$ cat config.mk
export PLATFORM = sky130hd
export DESIGN_NAME = stream_bitrev_router
export DESIGN_NICKNAME = d
export VERILOG_FILES = /design/src/rtl/fft_pkg.sv /design/src/rtl/bitrev_bank.sv /design/src/rtl/stream_bitrev_router.sv
export SDC_FILE = /design/constraint.sdc
export NUM_CORES = 2
export LEC_CHECK = 0
export ABC_AREA = 1
export BUFFER_PORTS_ARGS = -buffer_cell sky130_fd_sc_hd__buf_2
export CAP_MARGIN = 20
export CELL_PAD_IN_SITES_DETAIL_PLACEMENT = 1
export CELL_PAD_IN_SITES_GLOBAL_PLACEMENT = 1
export CORE_MARGIN = 3
export CORE_UTILIZATION = 52
export CTS_CLUSTER_SIZE = 16
export DETAILED_ROUTE_END_ITERATION = 6
export GPL_ROUTABILITY_DRIVEN = 0
export PLACE_DENSITY = 0.75
export SETUP_SLACK_MARGIN = 0.2
export SYNTH_ARGS = -nofsm -noshare
export SYNTH_HDL_FRONTEND = slang
export SYNTH_MEMORY_MAX_BITS = 65536
export SYNTH_SLANG_ARGS = --single-unit
export TNS_END_PERCENT = 20
$ cat constraint.sdc
create_clock -name clk -period 3.45 [get_ports clk]
set_clock_uncertainty 0.15 [all_clocks]
set_input_delay 0 -clock clk [delete_from_list [all_inputs] [get_ports clk]]
set_output_delay 0 -clock clk [all_outputs]
set_load 0.005 [all_outputs]
$ cat src/rtl/fft_pkg.sv
// Shared FFT types: complex sample, ping-pong bank state, and the index bit-reversal helper.
package fft_pkg;

  localparam int FFT_DATA_W = 16;
  localparam int MAX_LOG2_N = 10;

  typedef struct packed {
    logic signed [FFT_DATA_W-1:0] re;
    logic signed [FFT_DATA_W-1:0] im;
  } cplx_t;

  typedef enum logic [1:0] {
    BANK_EMPTY   = 2'd0,
    BANK_FILLING = 2'd1,
    BANK_FULL    = 2'd2
  } bank_state_t;

  // Reverses the low log2_n bits of value; bits at and above log2_n come back as zero.
  function automatic logic [MAX_LOG2_N-1:0] bitrev(input logic [MAX_LOG2_N-1:0] value,
                                                   input int log2_n);
    logic [MAX_LOG2_N-1:0] r;
    logic [3:0]            src;
    r = '0;
    for (int i = 0; i < MAX_LOG2_N; i++) begin
      if (i < log2_n) begin
        src  = 4'(log2_n - 1 - i);
        r[i] = value[src];
      end
    end
    return r;
  endfunction

endpackage

$ cat src/rtl/bitrev_bank.sv
// One frame-sized register bank: synchronous write port, asynchronous read port.
module bitrev_bank
  import fft_pkg::*;
#(
  parameter int N_POINTS = 64,
  parameter int LOG2_N   = 6
) (
  input  logic              clk,
  input  logic              wr_en,
  input  logic [LOG2_N-1:0] wr_addr,
  input  cplx_t             wr_data,
  input  logic [LOG2_N-1:0] rd_addr,
  output cplx_t             rd_data
);

  cplx_t mem [N_POINTS];

  always_ff @(posedge clk) begin
    if (wr_en) mem[wr_addr] <= wr_data;
  end

  assign rd_data = mem[rd_addr];

endmodule

$ cat src/rtl/stream_bitrev_router.sv
// Ping-pong frame buffer that reorders natural-order samples into bit-reversed order.
// Optional macro STREAM_BITREV_BYPASS_EN adds a per-frame bypass input (natural-order output).
module stream_bitrev_router
  import fft_pkg::*;
#(
  parameter int N_POINTS = 64,
  parameter int LOG2_N   = 6,
  parameter int DATA_W   = 16
) (
  input  logic              clk,
  input  logic              rst,
  input  logic              in_valid,
  output logic              in_ready,
  input  logic [DATA_W-1:0] in_re,
  input  logic [DATA_W-1:0] in_im,
  output logic              out_valid,
  input  logic              out_ready,
  output logic [DATA_W-1:0] out_re,
  output logic [DATA_W-1:0] out_im,
  output logic              out_last
`ifdef STREAM_BITREV_BYPASS_EN
  ,
  input  logic              bypass
`endif
);

  // The sample struct is shared through fft_pkg, so its width fixes DATA_W.
  if ((N_POINTS != (1 << LOG2_N)) || (LOG2_N < 2) || (LOG2_N > MAX_LOG2_N) ||
      (DATA_W != FFT_DATA_W)) begin : g_param_check
    $error("stream_bitrev_router: N_POINTS must equal 2**LOG2_N (4..1024) and DATA_W must equal FFT_DATA_W");
  end

  localparam logic [LOG2_N-1:0] LAST_IDX = LOG2_N'(N_POINTS - 1);

  logic              wr_bank;
  logic              rd_bank;
  logic [LOG2_N-1:0] wr_cnt;
  logic [LOG2_N-1:0] rd_cnt;
  bank_state_t       bank_state [2];

  logic              in_fire;
  logic              out_fire;
  logic              wr_last;
  logic [LOG2_N-1:0] rev_addr;
  logic [LOG2_N-1:0] rd_addr;
  cplx_t             wr_data;
  cplx_t             rd_data [2];
  cplx_t             rd_sel;

  assign in_ready  = !rst && (bank_state[wr_bank] != BANK_FULL);
  assign out_valid = !rst && (bank_state[rd_bank] == BANK_FULL);
  assign out_last  = out_valid && (rd_cnt == LAST_IDX);
  assign in_fire   = in_valid && in_ready;
  assign out_fire  = out_valid && out_ready;
  assign wr_last   = (wr_cnt == LAST_IDX);

  assign rev_addr  = LOG2_N'(bitrev(MAX_LOG2_N'(rd_cnt), LOG2_N));

`ifdef STREAM_BITREV_BYPASS_EN
  // Bypass travels with the bank: latched on the first beat, consulted while that bank drains.
  logic bank_bypass [2];

  always_ff @(posedge clk) begin
    if (in_fire && (wr_cnt == '0)) bank_bypass[wr_bank] <= bypass;
  end

  assign rd_addr = bank_bypass[rd_bank] ? rd_cnt : rev_addr;
`else
  assign rd_addr = rev_addr;
`endif

  assign wr_data = {in_re, in_im};

  for (genvar b = 0; b < 2; b++) begin : g_bank
    bitrev_bank #(
      .N_POINTS(N_POINTS),
      .LOG2_N  (LOG2_N)
    ) u_bank (
      .clk    (clk),
      .wr_en  (in_fire && (wr_bank == 1'(b))),
      .wr_addr(wr_cnt),
      .wr_data(wr_data),
      .rd_addr(rd_addr),
      .rd_data(rd_data[b])
    );
  end

  assign rd_sel = rd_data[rd_bank];
  assign out_re = rd_sel.re;
  assign out_im = rd_sel.im;

  // Write and read always target different banks, so both updates can land on one edge.
  always_ff @(posedge clk) begin
    if (rst) begin
      bank_state[0] <= BANK_EMPTY;
      bank_state[1] <= BANK_EMPTY;
      wr_bank       <= 1'b0;
      rd_bank       <= 1'b0;
      wr_cnt        <= '0;
      rd_cnt        <= '0;
    end else begin
      if (in_fire) begin
        if (wr_last) begin
          bank_state[wr_bank] <= BANK_FULL;
          wr_bank             <= ~wr_bank;
          wr_cnt              <= '0;
        end else begin
          bank_state[wr_bank] <= BANK_FILLING;
          wr_cnt              <= wr_cnt + 1'b1;
        end
      end
      if (out_fire) begin
        if (rd_cnt == LAST_IDX) begin
          bank_state[rd_bank] <= BANK_EMPTY;
          rd_bank             <= ~rd_bank;
          rd_cnt              <= '0;
        end else begin
          rd_cnt <= rd_cnt + 1'b1;
        end
      end
    end
  end

endmodule

==> qor.csv <==
stage,metric,value,unit
power_and_ir_drop,p_leak,67.9,nW
yosys,synthSimpleGateAreaFrac,22.2,%
power_and_ir_drop,p_int,81.7,mW
final_layout,area_growth,18.5,%
floorplanning,dieArea,325000,um2
floorplanning,rows,206,
drt,drc_errors,0,
clock_tree,clock-sinks,4122,
global_routing,first_global_vias,127000,
floorplanning,chipWidth,570,um
yosys,syn_nets,13600,
clock_tree,clock-root-buffer,clkbuf_16,
timing,post-route-period-util,111,%
final_layout,final_cell_mix,"nand2_1, edfxtp_1, nand3_1",
drt,drt-vias-per-instance,6.58,
power_and_ir_drop,switchingPower,21.5,mW
final_layout,drive_gt1_share,13.0,%
yosys,yosys_most_used_dff,edfxtp_1,
timing,rsz0062_at_grt,true,
setup_path,endpoint,out_im[13],
setup_path,required,3.30,ns
clock_tree,cts_made_buffers,421,
placement,pre_cts_ws,-0.0194,ns
clock_tree,cts_max_level,5,
timing,setup_viol,32,
drt,drt_iter0_drc,18300,
clock_tree,cts_tree,yes,
global_routing,antenna_found_initial,45,
drt,dr.pass1.iters,6,
floorplanning,start_util,52.4,%
yosys,synth_edf_count,4096,
power_and_ir_drop,p_clk_share,45.1,%
timing,final-hold-violation-count,0,
yosys,synth.mux.area_fraction,0,%
power_and_ir_drop,p_comb_share,1.5,%
setup_path,worst_ep_arrival_time,3.69,ns
floorplanning,io_pins,71,
power_and_ir_drop,seqPwrFrac,53.3,%
yosys,syn_area,165000,um2
placement,port_buffers,70,
setup_path,reg2reg_from,wr_cnt[4],
yosys,yosysSeqAreaShare,74.8,%
timing,setup_slack,-0.388,ns
worst_hold_path,hold_path.class,input pin to flop,
setup_path,reg2reg_to,g_bank[1].u_bank.mem[60][22],
timing,setup_tns,-10.40,ns
yosys,synth.distinct_cells,30,
timing,worst_hold_slack,0.0132,ns
placement,hpwl,331,mm
yosys,synthCells,13500,
yosys,synth_fa_ha_area_share,0.0151,%
drt,vias,121000,
setup_path,ff2ff_path_depth,5,
power_and_ir_drop,powerDensity,528,nW/um2
final_layout,final_nets,13900,
timing,worst_slew_pin_slew,1.24,ns
worst_hold_path,whs_path_depth,2,
setup_path,cp_max_fo,17,
power_and_ir_drop,total_power,103,mW
clock_tree,clk_pin_slew,0.07,ns
timing,fin_crit,3.84,ns
run_status,status,finished with violations,
timing,maxSlewHeadroom,17.2,%
yosys,synth_xor_area_share,0.00530,%
run_status,violations,negative setup slack,
setup_path,startpoint_type,flop,
global_routing,grt.overflow.total,0,
floorplanning,die_h,570,um
drt,routedWlPerCell,33.3,um
drt,wl,614,mm
setup_path,r2r_slack,0.67,ns
yosys,ys_warn_count,0,
setup_path,crit_type,flop to primary output,
yosys,synth_compound_area_share,0.0803,%
yosys,synth_top_family_by_area,simple AND/OR/NAND/NOR gates,
power_and_ir_drop,swShare,20.9,%
yosys,synth-seq-cells,4122,
power_and_ir_drop,ir_drop,0.533,mV
clock_tree,insertion_delay,0.99,ns
setup_path,end_kind,primary output,
yosys,async_flop_share,0,%
job,cap_violations,0,
yosys,synth.avg_cell_area,12.2,um2
drt,ant_nets,0,
global_routing,grt_use_total,37.3,%
global_routing,grt_pass1_wl,879,mm
timing,maxSlewViolCount,0,
final_layout,final_common_cell,nand2_1,
clock_tree,cts_buffer_depth,4,
global_routing,grt_max_degree,129,
floorplanning,core,315000,um2
timing,clock.fmax,261,MHz
-- kinds of logic (layout without fill, tap and decap cells) --
group | after synthesis | in the layout
AOI/OAI and AO/OA | 25 | 25
xor gates and xnor gates | 1 | 1
adders and majority gates | 2 | 2
buffers and inverters | 942 | 1678
DFF | 4122 | 4122
other | 0 | 9
and+or+nand+nor | 8425 | 8425
-- cell usage after synthesis (2+ instances only) --
cell	n	area [um2]
nor3_1	20	100
nor2_1	144	541
buf_4	113	848
ha_1	2	25.0
inv_2	4	15.0
inv_1	19	71.3
buf_6	21	236
edfxtp_1	4096	123000
buf_2	551	2760
nand2_1	4217	15800
a21oi_1	14	70.1
clkbuf_1	141	529
dfxtp_1	26	521
o21ai_0	7	35.0
buf_1	89	334
nand3_1	4039	20200
-- metal layers --
layer | vias to the layer above | share of wire (%) | GRT usage, %
li1 | 49200 | - | -
met2 | 8296 | 47 | 59.1
met4 | 24 | 6.3 | 21.1
met5 | - | 0.025 | 0
met3 | 1707 | 12 | 8.25
met1 | 62000 | 35 | 47.8
-- how the worst min path moves through the flow --
stage                                   end       from  slack, ns
6_report       g_bank[1].u_bank.mem[30][28]  in_re[12]       0.01
4_1_cts                           wr_cnt[3]        rst       0.01
3_5_place_dp                      wr_cnt[5]        rst       0.24
3_3_place_gp                      wr_cnt[5]        rst       0.22
5_1_grt        g_bank[1].u_bank.mem[24][28]  in_re[12]       0.03
2_1_floorplan    g_bank[0].u_bank.mem[0][0]   in_im[0]      -0.05
-- stage by stage --
stage | instances | instance area (um2) | utilization [%]
CTS | 18400 | 195000 | 61.7
global placement | 17500 | 176000 | 55.8
finish | 18400 | 196000 | 62.0
global route | 18400 | 196000 | 62.0
floorplan | 13500 | 165000 | -
detailed placement | 17500 | 176000 | 55.8
-- power groups by stage --
| stage | logic, mW | registers (mW) | clock network [mW] |
|---|---|---|---|
| 6_report | 1.58 | 55.1 | 46.6 |
| 2_1_floorplan | 0.113 | 56.2 | 0 |
| 4_1_cts | 1.49 | 55.1 | 46.6 |
| 3_5_place_dp | 1.42 | 56.1 | 0 |
| 3_3_place_gp | 1.34 | 56.1 | 0 |
| 5_1_grt | 1.60 | 55.1 | 48.9 |
-- layout make-up --
class,instances,area [um2]
diodes,9,22.5
well taps,4160,5200
inverters,26,165
fillers,30200,120000
clock inverters,264,2780
flip-flops and latches,4122,124000
repair buffers,864,13200
clock buffers,513,11000
multi-input cells,8453,39600
repair inverters,11,233
-- what timing repair did --
action / 4_1_cts / 5_1_grt
endpoints found under the setup margin: 32 / 32
buffers inserted: 36 / 4
hold buffers: 43 / 2
cloned: 68 / 9
endpoints found under the hold margin: 4122 / 42
gates resized for setup: 408 / 145
pin swaps: 15 / 14
-- sequential cells by signal, summed over array words and instances (netlist names), named ones only --
name and cells:
rd_cnt 6, g_bank.u_bank.mem 4096, rd_bank 1, bank_state 4, wr_cnt 6, wr_bank 1
-- worst max-delay path, stage by stage (launching register included) --
cell       delay, ns
dfxtp_4         0.41
buf_16          0.14
buf_16          0.18
clkinv_16       0.15
buf_16          0.18
buf_6           0.17
nand2_1         0.10
nand3_1         0.13
nand3_2         0.14
nand3_2         0.09
nand3_1         0.12
nand3_2         0.11
buf_12          0.19
nand3_1         0.11
buf_6           0.18
nand2_2         0.12
buf_2           0.15
Power figures use the tool's default switching activity.
